[config.mk]
export PLATFORM = sky130hd
export DESIGN_NAME = registrador_de_instrucoes_fila
export DESIGN_NICKNAME = d
export VERILOG_FILES = /design/src/rtl/registrador_de_instrucoes_fila.sv
export SDC_FILE = /design/constraint.sdc
export NUM_CORES = 1
export LEC_CHECK = 0
export CAP_MARGIN = 20
export CORE_ASPECT_RATIO = 1.4
export CORE_MARGIN = 2
export CORE_UTILIZATION = 52
export CTS_CLUSTER_SIZE = 10
export DETAILED_ROUTE_END_ITERATION = 8
export GPL_ROUTABILITY_DRIVEN = 0
export HOLD_SLACK_MARGIN = 0.12
export PLACE_DENSITY = 0.86
export SYNTH_ARGS = -nofsm -noshare
export SYNTH_HDL_FRONTEND = slang
export SYNTH_SLANG_ARGS = --single-unit
[constraint.sdc]
create_clock -name clk -period 2.9 [get_ports clk]
set_input_delay 0.58 -clock clk [delete_from_list [all_inputs] [get_ports clk]]
set_output_delay 0.58 -clock clk [all_outputs]
set_load 0.02 [all_outputs]
[src/rtl/registrador_de_instrucoes_fila.sv]
// Instruction register fed by a DEPTH-entry prefetch FIFO; `next` moves the queue head into IR (1-cycle latency).
// Backpressure: a push into a full queue is dropped and latched in sticky `overflow`, unless it coincides with a pop.
module registrador_de_instrucoes_fila #(
  parameter int DATA_W = 8,
  parameter int OPC_W  = 4,
  parameter int DEPTH  = 4
) (
  input  logic                       clk,
  input  logic                       clr,
  input  logic                       load,
  input  logic [DATA_W-1:0]          entrada_instrucao,
  input  logic                       next,
  input  logic                       flush,
  input  logic                       clr_opcode,
  input  logic                       ei,
  output logic [OPC_W-1:0]           opcode,
  output logic [DATA_W-1:0]          saida_barramento,
  output logic                       valid,
  output logic                       full,
  output logic                       empty,
  output logic [$clog2(DEPTH):0]     count,
  output logic                       overflow
);

  localparam int OPR_W = DATA_W - OPC_W;
  localparam int AW    = $clog2(DEPTH);
  localparam int CW    = AW + 1;

  logic [DATA_W-1:0] r_mem [DEPTH];
  logic [AW-1:0]     r_wptr, r_rptr;
  logic [CW-1:0]     r_count;
  logic              r_full, r_empty;
  logic [DATA_W-1:0] r_ir;
  logic              r_valid;
  logic              r_overflow;

  logic              w_pop, w_push, w_drop;
  logic [CW-1:0]     w_count_nxt;
  logic [DATA_W-1:0] w_ir_nxt;
  logic              w_valid_nxt;

  // A full queue is never empty, so a pop on the same edge always frees the slot for the push.
  assign w_pop       = next && !r_empty;
  assign w_push      = load && (!r_full || w_pop);
  assign w_drop      = load && r_full && !w_pop;
  assign w_count_nxt = r_count + CW'(w_push) - CW'(w_pop);

  always_comb begin
    w_ir_nxt    = r_ir;
    w_valid_nxt = r_valid;
    if (next) begin
      w_ir_nxt    = r_empty ? '0 : r_mem[r_rptr];
      w_valid_nxt = !r_empty;
    end
    // Opcode clear applies after the fetch so a same-edge next yields a fresh word with opcode zeroed.
    if (clr_opcode)
      w_ir_nxt[DATA_W-1:OPR_W] = '0;
  end

  always_ff @(posedge clk) begin
    if (clr) begin
      r_wptr     <= '0;
      r_rptr     <= '0;
      r_count    <= '0;
      r_full     <= 1'b0;
      r_empty    <= 1'b1;
      r_ir       <= '0;
      r_valid    <= 1'b0;
      r_overflow <= 1'b0;
    end else if (flush) begin
      r_wptr  <= '0;
      r_rptr  <= '0;
      r_count <= '0;
      r_full  <= 1'b0;
      r_empty <= 1'b1;
    end else begin
      if (w_push) r_wptr <= r_wptr + AW'(1);
      if (w_pop)  r_rptr <= r_rptr + AW'(1);
      if (w_drop) r_overflow <= 1'b1;
      r_count <= w_count_nxt;
      r_full  <= (w_count_nxt == CW'(DEPTH));
      r_empty <= (w_count_nxt == '0);
      r_ir    <= w_ir_nxt;
      r_valid <= w_valid_nxt;
    end
  end

  // Storage needs no reset: entries are only read once counted as valid.
  always_ff @(posedge clk) begin
    if (!clr && !flush && w_push)
      r_mem[r_wptr] <= entrada_instrucao;
  end

  assign opcode           = r_ir[DATA_W-1:OPR_W];
  assign saida_barramento = ei ? {{OPC_W{1'b0}}, r_ir[OPR_W-1:0]} : '0;
  assign valid            = r_valid;
  assign full             = r_full;
  assign empty            = r_empty;
  assign count            = r_count;
  assign overflow         = r_overflow;

endmodule

==> metrics.txt, run 1 <==
result of the run=completed; final count of pins violating max slew=0; worst supply voltage drop on vdd=0.568 mV; maximum number of pins on one net before global-route repair=18; crit end category=register; CTS buffer count=5; average cell area after synthesis=14.9 µm²; latest clock arrival within the worst-skew pair=about 0.30 ns; ys async rst share=0; die height=about 79 µm; Avg Vias per Cell=around 5.4; max-cap check violation count=0; average wire per standard cell=approximately 17 µm; worst hold margin=approximately 0.5 ns; antenna violations before repair=0; post-place instance area=approximately 2400 µm²; Worst path max stage delay=0.51 ns; quantity of I/O buffers inserted on ports=29; Area growth, synth to finish=19.1%; most instantiated flip-flop cell in the synthesis netlist=sky130_fd_sc_hd__edfxtp_1; Arrival @ worst endpoint=2.97 ns; DRT antenna net count=0; top area cells in the synthesized netlist=sky130_fd_sc_hd__edfxtp_1, sky130_fd_sc_hd__dfxtp_1, sky130_fd_sc_hd__mux4_2, sky130_fd_sc_hd__ha_1, sky130_fd_sc_hd__nor2_1; Worst Skew=0.00744 ns; detailed-routed wire length on met3=125 µm; level count of the clock H-tree=2; CTS tree=yes; total met2 wirelength after detailed routing=2.07 mm; total congestion overflow=0; setup repair after global routing missed its margin=no; library cell occupying the most area in the post-synthesis netlist=sky130_fd_sc_hd__edfxtp_1; post-synthesis cell count=141; total of hold buffers inserted after clock tree synthesis=0; number of global-route vias before repair=1,222; total global-route track usage=0.175; cell seen most often among critical-path stages=sky130_fd_sc_hd__inv_1; number of flops mapped to enable cells by yosys=32; post-synthesis sequential element count=between 50 and 60; highest fanout seen on the critical path=3; normalized max-slew margin=0.637; type of the worst setup path=in2reg; post-layout net count=roughly 190; part of the cycle the worst path needs=0.940; post-CTS setup buffer count=0; final antenna diode count=0; fraction of final layout cells sized beyond drive strength 1=0.117; initial drt markers=54; cell with the most instances after synthesis=sky130_fd_sc_hd__edfxtp_1; DPL Wire Length=about 2.7 mm; clock-pin slew on the worst setup and hold paths=0.09 ns; final hold viol count=0; leakage component of the power=0.898 nW; die width=about 58 µm; final instance area=~2500 µm²; area enclosed by the die boundary=4560 µm²; master cell of the clock root buffer=sky130_fd_sc_hd__clkbuf_8; core area=3920 µm²; number of distinct standard cells referenced by the synthesized netlist=27; clock buffer depth=2; number of clock sinks=53; Synth warnings=0; DRC=0; portion of the post-synthesis area used by sequential elements=0.659; required arrival time at the worst endpoint=3.14 ns; buffer and inverter count on the worst path=4; row cnt=27; worst hold path type=reg2reg; final-layout setup total negative slack=0 ns; power consumption=~1.4 mW; share of the synthesized area in the top cell type=0.458; Power Density=566 nW/µm²; minimum clock period=2.73 ns; critical path, cell by cell=clkdlybuf4s50_1, nand2b_1, a21boi_2, inv_1, ha_1, inv_1, ha_1, inv_1, fa_1, xnor2_1, xnor2_1, nand2_1, nor2_1; final setup fails=0; sum of routed wire segments on met1=1.32 mm; Worst setup SP type=input pin; Tightest Pin Transition=0.544 ns; Worst path top cell family by delay=adder cells; via count=1,154; post-cts repair resize count=0; max frequency=around 370 MHz; first-pass GRT wire length=5.83 mm; Ports=34; first-pass iteration count of the detailed router=4; Starting Density=0.535; total length of routed wires=roughly 3.6 mm; top routing layer used=met4; Slowest-stage cell, CP=sky130_fd_sc_hd__clkdlybuf4s50_1; list of most frequent post-synthesis cells=sky130_fd_sc_hd__edfxtp_1, sky130_fd_sc_hd__dfxtp_1, sky130_fd_sc_hd__nor2_1; combined area of all synthesized cells=2100 µm²
-- layout by cell type, fill, tap and decap left out --
cell	count
sky130_fd_sc_hd__mux2i_1	1
sky130_fd_sc_hd__xnor2_1	4
sky130_fd_sc_hd__clkinvlp_4	1
sky130_fd_sc_hd__edfxtp_1	32
sky130_fd_sc_hd__buf_4	2
sky130_fd_sc_hd__a22oi_1	4
sky130_fd_sc_hd__clkbuf_8	5
sky130_fd_sc_hd__bufinv_16	1
sky130_fd_sc_hd__nand2_1	2
sky130_fd_sc_hd__and3_1	4
sky130_fd_sc_hd__ha_1	6
sky130_fd_sc_hd__a22o_1	4
sky130_fd_sc_hd__nor3_4	1
sky130_fd_sc_hd__conb_1	4
sky130_fd_sc_hd__a21oi_1	1
sky130_fd_sc_hd__and2_1	5
sky130_fd_sc_hd__dfxtp_1	21
sky130_fd_sc_hd__fa_1	1
sky130_fd_sc_hd__a21boi_2	1
sky130_fd_sc_hd__o21ai_0	1
sky130_fd_sc_hd__a41oi_1	1
sky130_fd_sc_hd__inv_1	8
sky130_fd_sc_hd__nor2_1	18
sky130_fd_sc_hd__nand2b_1	3
sky130_fd_sc_hd__xor2_1	1
sky130_fd_sc_hd__mux4_2	8
sky130_fd_sc_hd__clkinv_4	1
sky130_fd_sc_hd__or2_1	1
sky130_fd_sc_hd__clkdlybuf4s50_1	29
-- final timing paths --
kind         startpoint  endpoint  slack (ns)  cells after the start
max                next      full        0.17                     13
min             r_ir[7]   r_ir[7]        0.50                      1
max reg2reg       empty      full        0.55                     12
min reg2reg     r_ir[7]   r_ir[7]        0.50                      1
-- state kept, by name, indices dropped and copies added, names as in the netlist, named ones only --
name	cells
r_mem	32
r_ir	8
count	3
r_rptr	2
r_wptr	2
empty	1
full	1
overflow	1
valid	1
-- cell type report --
type / count / area (µm²)
multi-input combinational: 71 / 612
sequential: 53 / 1380
inverter: 8 / 30.0
tap: 43 / 53.8
clock inverter: 3 / 46.3
fill: 274 / 1420
clock buffer: 5 / 68.8
timing repair buffer: 31 / 305
-- worst register-to-register path, stage by stage (launching register included) --
cell,delay [ns]
sky130_fd_sc_hd__dfxtp_1,0.34
sky130_fd_sc_hd__nand2b_1,0.19
sky130_fd_sc_hd__a21boi_2,0.18
sky130_fd_sc_hd__inv_1,0.06
sky130_fd_sc_hd__ha_1,0.26
sky130_fd_sc_hd__inv_1,0.05
sky130_fd_sc_hd__ha_1,0.14
sky130_fd_sc_hd__inv_1,0.05
sky130_fd_sc_hd__fa_1,0.37
sky130_fd_sc_hd__xnor2_1,0.15
sky130_fd_sc_hd__xnor2_1,0.24
sky130_fd_sc_hd__nand2_1,0.13
sky130_fd_sc_hd__nor2_1,0.12
-- metrics by stage --
stage | std cells | setup WS [ns] | util
final | 214 | 0.175 | 0.637
after global routing | 214 | 0.0109 | 0.637
after CTS | 214 | 0.182 | 0.637
after detailed placement | 206 | -0.0878 | 0.608
after global placement | 206 | 0.0985 | 0.608
after floorplan | 144 | 0.468 | -
-- cell families (layout without fill, tap and decap cells) --
logic type      after synthesis  in the layout  share of synthesized area
fa+ha+maj                     7              7                     0.0453
buf+inv                      20             47                     0.0549
mux                           9              9                     0.0907
xor+xnor                      5              5                     0.0209
other cells                   1              4                    0.00179
flops                        53             53                      0.659
compound gates               12             12                     0.0453
simple gates                 34             34                     0.0823
-- power breakdown --
group	internal (mW)	switching, mW	leakage, nW	total, mW
registers	0.809	0.00863	0.459	0.818
clock network	0.258	0.234	0.0543	0.492
logic	0.0504	0.0536	0.385	0.104
-- metal layers --
layer | vias to the layer above | track usage
li1 | 547 | -
met1 | 577 | 0.189
met2 | 25 | 0.322
met3 | 5 | 0.0342
met4 | 0 | 0.0767
met5 | - | 0
Power figures use the tool's default switching activity.
==> run 2, diff against run 1 <==
- TNS_END_PERCENT: unset -> 20
- clock period: 2.9 -> 2.6 ns (I/O delays scaled with it)
==> metrics.txt, run 2 (synthesized netlist as in run 1, its figures left out) <==
number of global-route vias before repair=1,247 (+2.0%); antenna violations before repair=0 (unchanged); clock-pin slew on the worst setup and hold paths=0.10 ns (about the same); CTS tree=yes; Starting Density=0.535 (unchanged); final count of pins violating max slew=0 (unchanged); leakage component of the power=0.911 nW (+1.5%); average wire per standard cell=16.4 µm (-1.7%); DRT antenna net count=0 (unchanged); type of the worst setup path=in2reg; GR Util met1=0.196 (+0.00736); DRC=0 (unchanged); initial drt markers=18 (-67%); DPL Wire Length=2.62 mm (-3.5%); most used routing layer=met2; Power Density=602 nW/µm² (+6.3%); level count of the clock H-tree=2 (unchanged); worst hold path type=reg2reg; final hold viol count=0 (unchanged); Worst setup SP type=input pin; number of clock sinks=53 (unchanged); final antenna diode count=0 (unchanged); flip-flop count of the largest register, all copies and words added=32 (unchanged); result of the run=completed; register with the most flip-flops=r_mem; CTS buffer count=5 (unchanged); normalized max-slew margin=0.659 (+0.0216); clock buffer depth=2 (unchanged); Worst Skew=0.00792 ns (+0.000477 ns); setup slack, reg-to-reg=0.33 ns (-0.22 ns); final setup fails=0 (unchanged); Area growth, synth to finish=19.8%; maximum number of pins on one net before global-route repair=19 (+1); latest clock arrival within the worst-skew pair=0.31 ns (about the same); post-layout net count=195 (+1.6%); die width=57.7 µm (unchanged); leading cell types in the layout, fill and taps excluded=sky130_fd_sc_hd__edfxtp_1, sky130_fd_sc_hd__clkdlybuf4s50_1, sky130_fd_sc_hd__dfxtp_1; worst supply voltage drop on vdd=0.489 mV (-14%); master cell of the clock root buffer=sky130_fd_sc_hd__clkbuf_8; max-cap check violation count=0 (unchanged); total length of routed wires=3.55 mm (-0.36%); met3 track demand over resource=0.0505 (+0.0163); total congestion overflow=0 (unchanged); first-pass iteration count of the detailed router=4 (unchanged); Arrival @ worst endpoint=2.63 ns (-0.34 ns); Ports=34 (unchanged); crit end category=register; area enclosed by the die boundary=4560 µm² (unchanged); row cnt=27 (unchanged); die height=79.1 µm (unchanged); worst hold margin=0.495 ns (-0.000615 ns); Tightest Pin Transition=0.511 ns (-0.0324 ns); fraction of met2 tracks used by global routing=0.300 (-0.0216); core area=3920 µm² (unchanged); most common cell after layout, fill and taps aside=sky130_fd_sc_hd__edfxtp_1; number of placed cells counting well taps=209 (+1.5%); part of the cycle the worst path needs=0.946; quantity of I/O buffers inserted on ports=29 (unchanged); required arrival time at the worst endpoint=2.77 ns (-0.37 ns); highest fanout seen on the critical path=2 (-1); Avg Vias per Cell=5.37 (-0.44%); fraction of final layout cells sized beyond drive strength 1=0.144 (+0.0267); via count=1,165 (+0.95%); total global-route track usage=0.171 (-0.00397); max frequency=407 MHz; non-filler cells, final=217 (+1.4%); minimum clock period=roughly 2.5 ns; first-pass GRT wire length=5.66 mm (-3.0%)
-- run 2: changes by cell type in the layout (fill, tap and decap cells not counted) --
cell                              change
sky130_fd_sc_hd__bufinv_16            -1
sky130_fd_sc_hd__clkdlybuf4s50_1      -1
sky130_fd_sc_hd__clkinv_4             -1
sky130_fd_sc_hd__clkinvlp_4           +1
sky130_fd_sc_hd__dlymetal6s2s_1       +1
sky130_fd_sc_hd__fa_2                 +1
sky130_fd_sc_hd__buf_4                +3
sky130_fd_sc_hd__inv_8                +1
sky130_fd_sc_hd__xnor2_1              -1
sky130_fd_sc_hd__fa_1                 -1
sky130_fd_sc_hd__xnor2_2              +1
-- run 2: cell type report --
| class | count | area, µm² |
|---|---|---|
| Fill cell | 289 | 1410 |
| Sequential cell | 53 | 1380 |
| Multi-Input combinational cell | 71 | 622 |
| Timing Repair Buffer | 34 | 330 |
| Clock buffer | 5 | 68.8 |
| Tap cell | 43 | 53.8 |
| Inverter | 8 | 30.0 |
| Clock inverter | 3 | 26.3 |
-- run 2: layer usage --
layer / part of all wire / routed length (µm)
met1: 0.37 / 1330
met2: 0.58 / 2050
met3: 0.038 / 136
met4: 0.010 / 36
met5: 0 / 0
-- run 2: critical path: stages --
cell	delay, ns
sky130_fd_sc_hd__clkdlybuf4s50_1	0.49
sky130_fd_sc_hd__a21boi_2	0.18
sky130_fd_sc_hd__inv_1	0.06
sky130_fd_sc_hd__ha_1	0.27
sky130_fd_sc_hd__inv_1	0.06
sky130_fd_sc_hd__ha_1	0.12
sky130_fd_sc_hd__inv_1	0.05
sky130_fd_sc_hd__fa_2	0.37
sky130_fd_sc_hd__xnor2_2	0.14
sky130_fd_sc_hd__xnor2_1	0.22
sky130_fd_sc_hd__o21ai_0	0.15
-- run 2: worst paths after layout --
path	startpoint	to	depth (start not counted)
hold / removal	r_ir[6]	r_ir[6]	1
setup / recovery	load	empty	11
setup reg to reg	empty	empty	11
hold reg to reg	r_ir[6]	r_ir[6]	1
-- run 2: report_power, final --
part           switching (mW)  total (mW)  internal (mW)
Sequential            0.00959       0.912          0.903
Combinational          0.0614       0.122         0.0605
Clock                   0.282       0.478          0.196
Total                   0.353        1.51           1.16
-- run 2: repair_timing --
item,CTS,global route
hold buffers,0,0
endpoints found under the setup margin,0,3
gates resized for setup,0,3
endpoints found under the hold margin,0,0
setup buffers,0,0
-- run 2: metrics by stage --
step	worst slack, ns	power (mW)	util	TNS, ns	cell area [µm²]
2_1_floorplan	0.228	0.997	-	0	2110
3_3_place_gp	-0.115	1.04	0.614	-0.283	2400
3_5_place_dp	-0.272	1.05	0.614	-0.745	2400
4_1_cts	0.0577	1.52	0.638	0	2500
5_1_grt	-0.0161	1.56	0.641	-0.0305	2510
6_report	0.141	1.51	0.641	0	2510
